--- src/rtl/pss_search_ctrl_if.sv ---
// Correlator-to-sequencer bus: per-sample magnitudes in, peak reports out.
interface pss_search_ctrl_if #(
    parameter int unsigned OUT_DW  = 24,
    parameter int unsigned TIME_DW = 32
) ();
    logic [3*OUT_DW-1:0] corr_i;
    logic                corr_valid_i;
    logic                peak_valid_o;
    logic [1:0]          peak_n_id_2_o;
    logic [TIME_DW-1:0]  peak_time_o;
    logic [OUT_DW-1:0]   peak_mag_o;

    // Correlator/frame-sync side: supplies magnitudes, consumes peak reports
    modport master (
        output corr_i, corr_valid_i,
        input  peak_valid_o, peak_n_id_2_o, peak_time_o, peak_mag_o
    );

    // Sequencer side
    modport slave (
        input  corr_i, corr_valid_i,
        output peak_valid_o, peak_n_id_2_o, peak_time_o, peak_mag_o
    );
endinterface

--- src/rtl/pss_search_ctrl.sv ---
// PSS search/track sequencer for the three N_ID_2 correlators.
module pss_search_ctrl #(
    parameter int unsigned OUT_DW    = 24,
    parameter int unsigned PERIOD    = 19200,
    parameter int unsigned HOLD_LEN  = 8,
    parameter int unsigned TRACK_WIN = 4,
    parameter int unsigned MAX_MISS  = 3,
    parameter int unsigned TIME_DW   = 32
) (
    input  logic                              clk_i,
    input  logic                              reset_ni,
    input  logic                              enable_i,
    input  logic [OUT_DW-1:0]                 threshold_i,
    pss_search_ctrl_if.slave                  bus,
    output logic [2:0]                        corr_enable_o,
    output logic                              locked_o,
    output logic [$clog2(MAX_MISS+1)-1:0]     miss_cnt_o,
    output logic [1:0]                        state_o
);
    localparam int unsigned MW = $clog2(MAX_MISS + 1);
    localparam int unsigned HW = (HOLD_LEN < 2) ? 1 : $clog2(HOLD_LEN + 1);

    typedef enum logic [1:0] {
        IDLE   = 2'd0,
        SEARCH = 2'd1,
        HOLD   = 2'd2,
        TRACK  = 2'd3
    } state_t;

    state_t              r_state;
    logic [TIME_DW-1:0]  r_sample_cnt;
    logic [2:0]          r_corr_en;
    logic                r_locked;
    logic [MW-1:0]       r_miss;
    logic [HW-1:0]       r_hold;
    logic [1:0]          r_nid;
    logic [OUT_DW-1:0]   r_mag;
    logic [TIME_DW-1:0]  r_time;
    logic [TIME_DW-1:0]  r_expected;
    logic                r_found;
    logic [OUT_DW-1:0]   r_found_mag;
    logic [TIME_DW-1:0]  r_found_time;
    logic                r_peak_valid;
    logic [1:0]          r_peak_nid;
    logic [TIME_DW-1:0]  r_peak_time;
    logic [OUT_DW-1:0]   r_peak_mag;

    logic [OUT_DW-1:0]   w_c [4];
    logic [OUT_DW-1:0]   w_c_nid;
    logic                w_s_hit;
    logic [1:0]          w_s_nid;
    logic [OUT_DW-1:0]   w_s_mag;
    logic                w_h_upd;
    logic [OUT_DW-1:0]   w_h_mag;
    logic [TIME_DW-1:0]  w_h_time;
    logic [TIME_DW-1:0]  w_rel;
    logic                w_in_win;
    logic                w_close;
    logic                w_t_hit;
    logic                w_t_found;
    logic [OUT_DW-1:0]   w_t_mag;
    logic [TIME_DW-1:0]  w_t_time;

    // Channel split, search arbitration (largest, then lowest k) and window tests
    always_comb begin
        for (int k = 0; k < 3; k++) begin
            w_c[k] = bus.corr_i[k*OUT_DW +: OUT_DW];
        end
        w_c[3] = '0;
        w_c_nid = w_c[r_nid];

        w_s_hit = 1'b0;
        w_s_nid = '0;
        w_s_mag = '0;
        for (int k = 0; k < 3; k++) begin
            if ((w_c[k] > threshold_i) && (!w_s_hit || (w_c[k] > w_s_mag))) begin
                w_s_hit = 1'b1;
                w_s_nid = 2'(k);
                w_s_mag = w_c[k];
            end
        end

        w_h_upd  = w_c_nid > r_mag;
        w_h_mag  = w_h_upd ? w_c_nid : r_mag;
        w_h_time = w_h_upd ? r_sample_cnt : r_time;

        // Offset from window start; modular arithmetic keeps counter wrap harmless
        w_rel    = r_sample_cnt - (r_expected - TIME_DW'(TRACK_WIN));
        w_in_win = w_rel <= TIME_DW'(2 * TRACK_WIN);
        w_close  = r_sample_cnt == (r_expected + TIME_DW'(TRACK_WIN));

        w_t_hit   = w_in_win && (w_c_nid > threshold_i) && (!r_found || (w_c_nid > r_found_mag));
        w_t_found = r_found || w_t_hit;
        w_t_mag   = w_t_hit ? w_c_nid : r_found_mag;
        w_t_time  = w_t_hit ? r_sample_cnt : r_found_time;
    end

    // Sequencer state, sample counter and registered outputs
    always_ff @(posedge clk_i or negedge reset_ni) begin
        if (!reset_ni) begin
            r_state      <= IDLE;
            r_sample_cnt <= '0;
            r_corr_en    <= '0;
            r_locked     <= 1'b0;
            r_miss       <= '0;
            r_hold       <= '0;
            r_nid        <= '0;
            r_mag        <= '0;
            r_time       <= '0;
            r_expected   <= '0;
            r_found      <= 1'b0;
            r_found_mag  <= '0;
            r_found_time <= '0;
            r_peak_valid <= 1'b0;
            r_peak_nid   <= '0;
            r_peak_time  <= '0;
            r_peak_mag   <= '0;
        end else begin
            r_peak_valid <= 1'b0;
            if (bus.corr_valid_i) begin
                r_sample_cnt <= r_sample_cnt + TIME_DW'(1);
            end
            if (!enable_i) begin
                // Disable overrides any report closing this cycle
                r_state   <= IDLE;
                r_corr_en <= '0;
                r_locked  <= 1'b0;
                r_miss    <= '0;
                r_found   <= 1'b0;
            end else begin
                case (r_state)
                    IDLE: begin
                        r_state   <= SEARCH;
                        r_corr_en <= 3'b111;
                    end
                    SEARCH: begin
                        if (bus.corr_valid_i && w_s_hit) begin
                            r_nid   <= w_s_nid;
                            r_mag   <= w_s_mag;
                            r_time  <= r_sample_cnt;
                            r_hold  <= '0;
                            r_state <= HOLD;
                        end
                    end
                    HOLD: begin
                        if (bus.corr_valid_i) begin
                            r_hold <= r_hold + HW'(1);
                            r_mag  <= w_h_mag;
                            r_time <= w_h_time;
                            if (r_hold == HW'(HOLD_LEN - 1)) begin
                                r_peak_valid <= 1'b1;
                                r_peak_nid   <= r_nid;
                                r_peak_time  <= w_h_time;
                                r_peak_mag   <= w_h_mag;
                                r_state      <= TRACK;
                                r_corr_en    <= 3'b001 << r_nid;
                                r_locked     <= 1'b1;
                                r_miss       <= '0;
                                r_found      <= 1'b0;
                                r_expected   <= w_h_time + TIME_DW'(PERIOD);
                            end
                        end
                    end
                    TRACK: begin
                        if (bus.corr_valid_i) begin
                            if (w_close) begin
                                r_found <= 1'b0;
                                if (w_t_found) begin
                                    r_peak_valid <= 1'b1;
                                    r_peak_nid   <= r_nid;
                                    r_peak_time  <= w_t_time;
                                    r_peak_mag   <= w_t_mag;
                                    r_expected   <= w_t_time + TIME_DW'(PERIOD);
                                    r_miss       <= '0;
                                end else begin
                                    r_expected <= r_expected + TIME_DW'(PERIOD);
                                    if (r_miss == MW'(MAX_MISS - 1)) begin
                                        r_state   <= SEARCH;
                                        r_locked  <= 1'b0;
                                        r_corr_en <= 3'b111;
                                        r_miss    <= '0;
                                    end else begin
                                        r_miss <= r_miss + MW'(1);
                                    end
                                end
                            end else if (w_in_win) begin
                                r_found      <= w_t_found;
                                r_found_mag  <= w_t_mag;
                                r_found_time <= w_t_time;
                            end
                        end
                    end
                endcase
            end
        end
    end

    assign corr_enable_o     = r_corr_en;
    assign locked_o          = r_locked;
    assign miss_cnt_o        = r_miss;
    assign state_o           = 2'(r_state);
    assign bus.peak_valid_o  = r_peak_valid;
    assign bus.peak_n_id_2_o = r_peak_nid;
    assign bus.peak_time_o   = r_peak_time;
    assign bus.peak_mag_o    = r_peak_mag;
endmodule

--- src/flat_wrapper.sv ---
// flat-port wrapper written by rule: the top's interface ports become plain ports
module pss_search_ctrl_flat 
#(
    parameter int unsigned OUT_DW    = 24,
    parameter int unsigned PERIOD    = 19200,
    parameter int unsigned HOLD_LEN  = 8,
    parameter int unsigned TRACK_WIN = 4,
    parameter int unsigned MAX_MISS  = 3,
    parameter int unsigned TIME_DW   = 32
)
  (clk_i, reset_ni, enable_i, threshold_i, corr_enable_o, locked_o, miss_cnt_o, state_o, bus_corr_i, bus_corr_valid_i, bus_peak_valid_o, bus_peak_n_id_2_o, bus_peak_time_o, bus_peak_mag_o);
  pss_search_ctrl_if #(.OUT_DW(OUT_DW), .TIME_DW(TIME_DW)) bus_i ();
  input  logic clk_i;
  input  logic reset_ni;
  input  logic enable_i;
  input  logic [OUT_DW-1:0] threshold_i;
  output logic [2:0] corr_enable_o;
  output logic locked_o;
  output logic [$clog2(MAX_MISS+1)-1:0] miss_cnt_o;
  output logic [1:0] state_o;
  input wire logic [$bits(bus_i.corr_i)-1:0] bus_corr_i;
  input wire logic [$bits(bus_i.corr_valid_i)-1:0] bus_corr_valid_i;
  output wire logic [$bits(bus_i.peak_valid_o)-1:0] bus_peak_valid_o;
  output wire logic [$bits(bus_i.peak_n_id_2_o)-1:0] bus_peak_n_id_2_o;
  output wire logic [$bits(bus_i.peak_time_o)-1:0] bus_peak_time_o;
  output wire logic [$bits(bus_i.peak_mag_o)-1:0] bus_peak_mag_o;
  assign bus_i.corr_i = bus_corr_i;
  assign bus_i.corr_valid_i = bus_corr_valid_i;
  assign bus_peak_valid_o = bus_i.peak_valid_o;
  assign bus_peak_n_id_2_o = bus_i.peak_n_id_2_o;
  assign bus_peak_time_o = bus_i.peak_time_o;
  assign bus_peak_mag_o = bus_i.peak_mag_o;
  pss_search_ctrl #(.OUT_DW(OUT_DW), .PERIOD(PERIOD), .HOLD_LEN(HOLD_LEN), .TRACK_WIN(TRACK_WIN), .MAX_MISS(MAX_MISS), .TIME_DW(TIME_DW)) u_core (.clk_i(clk_i), .reset_ni(reset_ni), .enable_i(enable_i), .threshold_i(threshold_i), .bus(bus_i), .corr_enable_o(corr_enable_o), .locked_o(locked_o), .miss_cnt_o(miss_cnt_o), .state_o(state_o));
endmodule
--- config.mk ---
export PLATFORM = sky130hd
export DESIGN_NAME = pss_search_ctrl_flat
export DESIGN_NICKNAME = d
export VERILOG_FILES = /design/src/rtl/pss_search_ctrl_if.sv /design/src/rtl/pss_search_ctrl.sv /design/src/flat_wrapper.sv
export SDC_FILE = /design/constraint.sdc
export NUM_CORES = 1
export LEC_CHECK = 0
export ABC_CLOCK_PERIOD_IN_PS = 9200
export CORE_UTILIZATION = 50
export CTS_CLUSTER_DIAMETER = 100
export DETAILED_ROUTE_END_ITERATION = 12
export GPL_ROUTABILITY_DRIVEN = 0
export HOLD_SLACK_MARGIN = 0.05
export PLACE_DENSITY = 0.7
export SLEW_MARGIN = 40
export SYNTH_ARGS = -nofsm -noshare
export SYNTH_HDL_FRONTEND = slang
export SYNTH_SLANG_ARGS = --single-unit
export TNS_END_PERCENT = 10
--- constraint.sdc ---
create_clock -name clk_i -period 9.2 [get_ports clk_i]
set_clock_uncertainty 0.2 [all_clocks]
set_input_delay 2.3 -clock clk_i [delete_from_list [all_inputs] [get_ports clk_i]]
set_output_delay 2.3 -clock clk_i [all_outputs]
set_load 0.01 [all_outputs]
; Word level (Yosys, flattened, before mapping)
; Cells that the tools add are included.
[word_totals]
reg_bits = 250
elab_cells = 181
[op_classes]
n_bitwise = 2
eq_ne = 22
shifts = 1
n_addsub = 9
n_lt_le_gt_ge = 10
reduce_logical = 25
n_mux = 95
[op_table]
columns = operator, count
row1 = 32-bit two-way mux, 14
row2 = 24-bit two-way mux, 14
row3 = 24-bit > comparator, 8
row4 = 32-bit one-hot mux with 2 select lines, 3
row5 = 32-bit by 15-bit adder with 32-bit output (second input constant), 3
row6 = 24-bit one-hot mux with 2 select lines, 2
row7 = 24-bit binary-select mux with 2-bit select, 1
row8 = 2-bit two-way mux, 21
row9 = 32-bit by 1-bit adder with 32-bit output (second input constant), 1
row10 = 32-bit by 3-bit adder with 32-bit output (second input constant), 1
row11 = 32-bit == test, 1
row12 = 32-bit by 4-bit <= comparator with 1-bit output (second input constant), 1
row13 = 32-bit by 3-bit subtractor with 32-bit output (second input constant), 1
row14 = 32-bit subtractor, 1
row15 = 7-bit AND reduction, 4
row16 = 1-bit two-way mux, 23
row17 = 3-bit two-way mux, 7
row18 = 5-bit AND reduction, 3
row19 = 3-bit by 2-bit inequality test with 1-bit output (second input constant), 4
row20 = 3-bit inequality test (second input constant), 3
row21 = 3-bit one-hot mux with 3 select lines, 1
row22 = 4-bit two-way mux, 2
row23 = 2-bit by 1-bit inequality test with 1-bit output (second input constant), 4
row24 = 2-bit one-hot mux with 2 select lines, 2
row25 = other kinds (24), 39

; Depth between registers and ports, before layout
; Gate-level depths: netlist of run 1.
[logic_depth]
depth_word = 14
ltp_mapped = 45
depth_no_buf = 39

; Least setup slack after synthesis of run 1
; No wires, ideal clock.
[synth_path]
path_type = input-to-reg
startpoint = input port threshold_i[10]
endpoint = register u_core.r_mag[15]
slack_ns = -0.292
stages = 44
t_arrival_ns = 9.156
path_buffers = 6
setup_time_ns = 0.137
cell_sequence = inv_1 -> ha_1 -> a21o_1 -> a21o_1 -> a211o_1 -> a21o_1 -> a21o_1 -> a21oi_1 -> o22ai_1 -> o31a_1 -> clkbuf_1 -> clkbuf_1 -> nand2_1 -> ha_1 -> a21o_1 -> a21o_1 -> a21o_1 -> a21o_1 -> [... 8 more ...] -> a31oi_1 -> ha_1 -> nor2b_1 -> o21a_1 -> o21a_1 -> o21a_1 -> o21ai_0 -> nand2b_1 -> a21oi_1 -> nor2b_1 -> o21ai_0 -> a21oi_1 -> o21a_1 -> clkbuf_1 -> buf_1 -> mux2i_1 -> o21ai_0 -> a21oi_1
[synth_between]
elab_chain_cells = 13
elab_cells_between_ends = 22
[synth_rtl]
columns = item, line
row1 = "start, declared", flat_wrapper.sv:16  ; input logic [OUT_DW-1:0] threshold_i;
row2 = 24-bit > comparator, pss_search_ctrl.sv:76  ; if ((w_c[k] > threshold_i) && (!w_s_hit || (w_c[k] > w_s_mag))) begin
row3 = 24-bit two-way mux / 1-bit two-way mux (equally long branches), pss_search_ctrl.sv:76
row4 = 24-bit > comparator / 1-bit logical NOT (equally long branches), pss_search_ctrl.sv:76
row5 = 1-bit logical OR, pss_search_ctrl.sv:76
row6 = 1-bit logical AND, pss_search_ctrl.sv:76
row7 = 24-bit two-way mux / 1-bit two-way mux (equally long branches), pss_search_ctrl.sv:76
row8 = 24-bit > comparator / 1-bit logical NOT (equally long branches), pss_search_ctrl.sv:76
row9 = 1-bit logical OR, pss_search_ctrl.sv:76
row10 = 1-bit logical AND, pss_search_ctrl.sv:76
row11 = 1-bit two-way mux, pss_search_ctrl.sv:76
row12 = 1-bit logical AND, pss_search_ctrl.sv:137  ; if (bus.corr_valid_i && w_s_hit) begin
row13 = 2-bit by 1-bit inequality test with 1-bit output (no source line), -
row14 = 4-bit AND reduction (no source line), -
row15 = "end signal, assigned", pss_search_ctrl.sv:139  ; r_mag <= w_s_mag;
row16 = "end signal, assigned", pss_search_ctrl.sv:148  ; r_mag <= w_h_mag;
row17 = "end, declared", pss_search_ctrl.sv:37  ; logic [OUT_DW-1:0] r_mag;
; Several ways; a longest one is shown, not always the timed one. The select of a mux whose other input is x is not followed.
; A chain may end at the register's enable or synchronous reset.

; Worst setup path in the final report of run 1
[layout_path]
startpoint = input port threshold_i[2]
endpoint = register u_core.r_mag[16]
; The elaborated chain is that of the path after synthesis.

==> results of run 1 <==
-- sequential cells by signal (all words and copies together), names as in the netlist, 2 cells and up --
| name | cells |
|---|---|
| u_core.r_nid | 2 |
| u_core.r_expected | 24 |
| u_core.r_hold | 4 |
| u_core.state_o | 2 |
| u_core.r_time | 32 |
| u_core.miss_cnt_o | 2 |
| u_core.corr_enable_o | 3 |
| u_core.r_mag | 24 |
| u_core.bus.peak_mag_o | 24 |
| u_core.r_found_mag | 24 |
| u_core.bus.peak_time_o | 32 |
| u_core.bus.peak_n_id_2_o | 2 |
| u_core.r_sample_cnt | 32 |
| u_core.r_found_time | 32 |
-- cell usage after synthesis (all sizes together), types with 7 or more instances --
library cell / instances
nand2: 240
or3: 17
a211oi: 40
xnor2: 64
buf: 46
nand3: 86
and4: 11
or4: 7
o2111ai: 8
nand4: 71
a21o: 46
o211ai: 25
and2: 13
a31oi: 35
clkbuf: 127
nor4: 14
o21a: 36
inv: 188
a211o: 10
and3: 17
dfrtp: 242
or2: 8
o22ai: 38
nor2: 181
xor2: 24
nand2b: 15
o221ai: 11
mux2: 92
nor2b: 19
a21boi: 7
a2111oi: 7
mux2i: 84
nor3: 32
a221oi: 7
a21oi: 208
o31ai: 22
o21ai: 207
ha: 261
-- final cells by class --
type                       count  area, um2
tap                          585      732.0
inverter                     189      709.4
timing repair buffer         350       3189
fill                        3662      16840
multi-input combinational   2044      14790
clock buffer                  41      809.5
clock inverter                 8      140.1
sequential                   242       6057
-- through the flow --
step,total power [uW],setup slack (ns)
2_1_floorplan,4121,0.02548
3_3_place_gp,5340,-0.4686
3_5_place_dp,5466,-0.7456
4_1_cts,6660,0.04022
5_1_grt,7214,-0.08281
6_report,6751,0.1530
-- worst max path at each step --
stage                     from               end  slack (ns)  depth (start not counted)
4_1_cts        threshold_i[10]  u_core.r_mag[16]        0.04                         42
6_report        threshold_i[2]  u_core.r_mag[16]        0.15                         41
3_5_place_dp   threshold_i[10]   u_core.r_mag[0]       -0.75                         42
2_1_floorplan  threshold_i[10]   u_core.r_mag[0]        0.03                         44
5_1_grt          bus_corr_i[1]  u_core.r_mag[11]       -0.08                         40
3_3_place_gp   threshold_i[10]   u_core.r_mag[0]       -0.47                         40
-- power groups by stage --
stage	registers (uW)	clock network (uW)	logic (uW)
floorplan	1530	0	2590
global placement	1600	0	3740
detailed placement	1610	0	3860
CTS	1600	1180	3880
global route	1630	1220	4360
finish	1600	1160	3980
-- logic make-up (layout without fill, tap and decap cells) --
family / after synthesis / count (layout) / synth area share (%)
AO/OA/AOI/OAI: 768 / 768 / 22.30
flip-flops: 242 / 242 / 27.50
AND/OR/NAND/NOR: 750 / 750 / 16.60
XOR/XNOR: 88 / 88 / 3.534
buffers and inverters: 362 / 588 / 6.630
multiplexers: 176 / 176 / 8.522
adder cells (fa/ha/maj): 262 / 262 / 14.92
-- per-layer routing --
metal  wire length (um)  GRT usage [%]  vias up
li1                   -              -    10040
met1              30160          41.16    10350
met2              33000          51.46      969
met3               4895          3.560      203
met4               3226          13.84        0
met5                  0              0        -
-- critical path, delay by kind of cell --
| kind | cells | cell delay (ns) |
|---|---|---|
| AO/OA/AOI/OAI | 27 | 4.45 |
| buffers and inverters | 5 | 1.02 |
| adder cells (fa/ha/maj) | 3 | 0.81 |
| AND/OR/NAND/NOR | 5 | 0.56 |
| multiplexers | 1 | 0.16 |
-- timing repair --
action                     4_1_cts  5_1_grt
gates resized for setup          4       56
cloned                           0        2
pin swaps                        0       40
hold buffers                     0        0
setup buffers                    0       11
setup endpoints to repair       24       26
==> impl_metrics.ini, run 1 <==
[clock_network]
clkLatencyLatePin_ns = 0.59
clkSinkCount = 242
clk_root_buffer_cell = clkbuf_16
worst_setup_hold_path_clk_slew_ns = 0.06
clock_path_buffers = 3
cts_tree = yes
cts_max_level = 1
cts_made_buffers = 28

[global_routing]
grt_max_degree = 110
grt_pass1_wl_um = 111700
grt_usage_pct = 31.23
grt_antenna_before_repair = 0
overflow = 0
grt_pass1_vias = 21060

[route]
routed_wl_um = 71280
drtPass1Iterations = 8
wl_per_cell_um = 20.61
drc = 0
num_vias = 21560
vias_per_cell = 6.233
detail-route-antenna-nets = 0
first_iter_violations = 1953

[worst_setup_path]
cpMostUsedCell = o21a_1
cp_data_required_time_ns = 9.49
reg2reg_depth = 23
reg2reg_slack_ns = 2.14
regToRegEndpoint = u_core.r_expected[26]
endpoint_kind = register
cp.arrival_ns = 9.33
worstSetupStartpointType = input port
crit_slowest_cell = clkdlybuf4s50_1
path_max_fanout = 8
crit_type = input port to register
rr_startpoint = u_core.r_sample_cnt[1]
slowest_delay_ns = 0.47

[timing]
hold_viol = 0
finalSetupViolations = 0
worst_pin_slew_ns = 0.8519
finalSetupTns_ns = 0
layout_min_cycle_time_ns = 9.047
hold_slack_ns = 0.2791
fin_crit_sh_pct = 98.34
relSlewSlack_pct = 42.77
max_freq_mhz = 110.5
drv_slew = 0

[layout]
diodes = 0
final_nets = 3217
final_common_cell = ha_1
area_delta_synth_final_pct = 19.97
final_cell_mix = ha_1 (250), dfrtp_1 (241), nand2_1 (234)
utilization_pct = 61.07
layout.cells.non_filler = 3459
drive_gt1_share_pct = 14.23
final_cell_area_um2 = 26420

[power]
comb_power_share_pct = 59.0
p_leak_uw = 0.01196
p_int_uw = 3659
switching_power_uw = 3092
pwr-share-clk_pct = 17.2
switching_share_pct = 45.80
powerDensity_nw_per_um2 = 255.5
peakVddDrop_v = 0.0002183
p_seq_share_pct = 23.8

[synth]
synth_ff_type = dfrtp_1
avgSynthCellArea_um2 = 8.317
synth_nets = 3010
ys_types = 101
syn-instance-count = 2648
yosysSeqAreaShare_pct = 27.50
synthArstFlopShare_pct = 100.0
ys_top_cells_by_area = dfrtp_1 (27%), ha_1 (15%), a21oi_1 (4.6%)
synth-edff-count = 0
syn_area_um2 = 22020
synth_top_area_cell = dfrtp_1
yosys.area.top_type_share_pct = 27.50
ys_warn_count = 0
synth_seq_cells = 242

[min_path]
hold_path.class = register to register
whs_path_depth = 2
hp-start = u_core.bus.peak_mag_o[21]
hold_end = u_core.bus.peak_mag_o[21]

[place]
port_buffers = 166
placed_area_um2 = 25040
place_hpwl_um = 53960
dpl.cell_count = 3395

[floorplanning]
dieWidth_um = 211.9
start_util_pct = 50.90
core-area_um2 = 43270
dieArea_um2 = 44890
die_height_um = 211.9
io_pins = 167
num_rows = 76

[job]
maxCapViolations = 0

[status]
outcome = finished, final reports clean
Note: power is estimated with default switching activity, not from simulation.
==> run 2: changes to the inputs <==
SKIP_CTS_REPAIR_TIMING = 1   (was default)
==> run 2 against run 1 <==
  * Final cell count fell by 0.12%
  * Flip-flop and latch count did not move
  * Power fell by 0.13%
  * Critical endpoint unchanged
  * Worst setup slack got worse by 0.026 ns
  * Critical path type unchanged
  * Die area did not move
  * Combinational power barely moved
  * Highest routed layer unchanged
==> impl_metrics.ini, run 2 (same netlist as run 1, synthesis figures left out) <==
[timing]
fin_crit_sh_pct = 98.62
hold_viol = 0
max_freq_mhz = 110.2
worst_pin_slew_ns = 0.8466
finalSetupViolations = 0
layout_min_cycle_time_ns = 9.073
setup_ws_ns = 0.1266
relSlewSlack_pct = 43.13
drv_slew = 0

[worst_setup_path]
endpoint_kind = register
crit_slowest_cell = clkdlybuf4s50_1
cp_top_family = compound AO/OA/AOI/OAI gates
crit_type = input port to register
cp_num_buf_inv = 4
cp.arrival_ns = 9.31
path_max_fanout = 9
cp_data_required_time_ns = 9.44
worstSetupStartpointType = input port
slowest_delay_ns = 0.45
cpMostUsedCell = o21a_1

[global_routing]
grt_pass1_vias = 21040
grt_max_degree = 110
grt_usage_pct = 31.21
grt_pass1_wl_um = 111700
overflow = 0
grt_antenna_before_repair = 0

[route]
drc = 0
detail-route-antenna-nets = 0
vias_per_cell = 6.207
num_vias = 21450
routed_wl_um = 71110
first_iter_violations = 1950
drtPass1Iterations = 6
wl_per_cell_um = 20.58

[floorplanning]
num_rows = 76
core-area_um2 = 43270
start_util_pct = 50.90
dieArea_um2 = 44890
dieWidth_um = 211.9
io_pins = 167
die_height_um = 211.9

[power]
p_leak_uw = 0.01202
powerDensity_nw_per_um2 = 255.4
peakVddDrop_v = 0.0002188

[clock_network]
clk_root_buffer_cell = clkbuf_16
clkSinkCount = 242
cts_tree = yes
clkLatencyLatePin_ns = 0.59
cts_made_buffers = 28
cts_max_level = 1
worst_setup_hold_path_clk_slew_ns = 0.06
clock_path_buffers = 3

[layout]
final_common_cell = ha_1
final_cell_mix = ha_1 (250), dfrtp_1 (241), nand2_1 (235)
area_delta_synth_final_pct = 19.87
fill_cells = 3659
drive_gt1_share_pct = 14.25
utilization_pct = 61.02
final_nets = 3213
diodes = 0

[min_path]
hold_path.class = register to register

[place]
port_buffers = 166
dp_slack_ns = -0.7456
place_hpwl_um = 53960

[status]
outcome = finished, final reports clean

[job]
maxCapViolations = 0
==> run 2: layer usage <==
metal	wire length (um)	GRT usage (%)
met2	32940	51.52
met4	3128	13.67
met1	29990	41.14
met5	0	0
met3	5049	3.560
==> run 2: where the power goes <==
part / switching, uW / internal, uW / leakage, uW
combinational: 2320 / 1660 / 0.00839
sequential: 294 / 1310 / 0.00317
clock: 472 / 691 / 0.000466
==> run 2: cell type report <==
type | instances | area (um2) | share of cell area [%]
Timing Repair Buffer | 346 | 3183 | 12.06
Multi-Input combinational cell | 2044 | 14770 | 55.94
Inverter | 189 | 709.4 | 2.687
Clock buffer | 41 | 809.5 | 3.066
Sequential cell | 242 | 6057 | 22.94
Tap cell | 585 | 732.0 | 2.773
Clock inverter | 8 | 140.1 | 0.5308
==> run 2: path summary, 6_finish.rpt <==
path | start | end | slack, ns | cells after the start
min in group asynchronous | reset_ni | u_core.r_time[18] | 1.38 | 1
worst max register to register | u_core.r_sample_cnt[1] | u_core.r_expected[26] | 2.17 | 23
max in group asynchronous | reset_ni | u_core.r_mag[20] | 6.08 | 3
worst min register to register | u_core.bus.peak_mag_o[21] | u_core.bus.peak_mag_o[21] | 0.28 | 2
worst min-delay path | u_core.bus.peak_mag_o[21] | u_core.bus.peak_mag_o[21] | 0.28 | 2
worst max-delay path | threshold_i[11] | u_core.r_mag[16] | 0.13 | 42
==> run 2: worst min-delay path: cells and delay by family (launching register included) <==
kind	cells	cell delay [ns]
AOI/OAI and AO/OA	1	0.06
DFF	1	0.34
and+or+nand+nor	1	0.04
==> run 2: per-stage QoR <==
stage / total power [uW] / setup TNS, ns / hold slack (ns) / instance area (um2) / instances
finish: 6742 / 0 / 0.2814 / 26400 / 3455
global route: 7210 / -0.6032 / 0.2894 / 26400 / 3455
CTS: 6659 / -2.689 / 0.2838 / 25990 / 3444
detailed placement: 5466 / -18.40 / 0.2693 / 25040 / 3395
global placement: 5340 / -11.15 / 0.2611 / 25030 / 3395
floorplan: 4121 / 0 / 0.2496 / 22040 / 2648
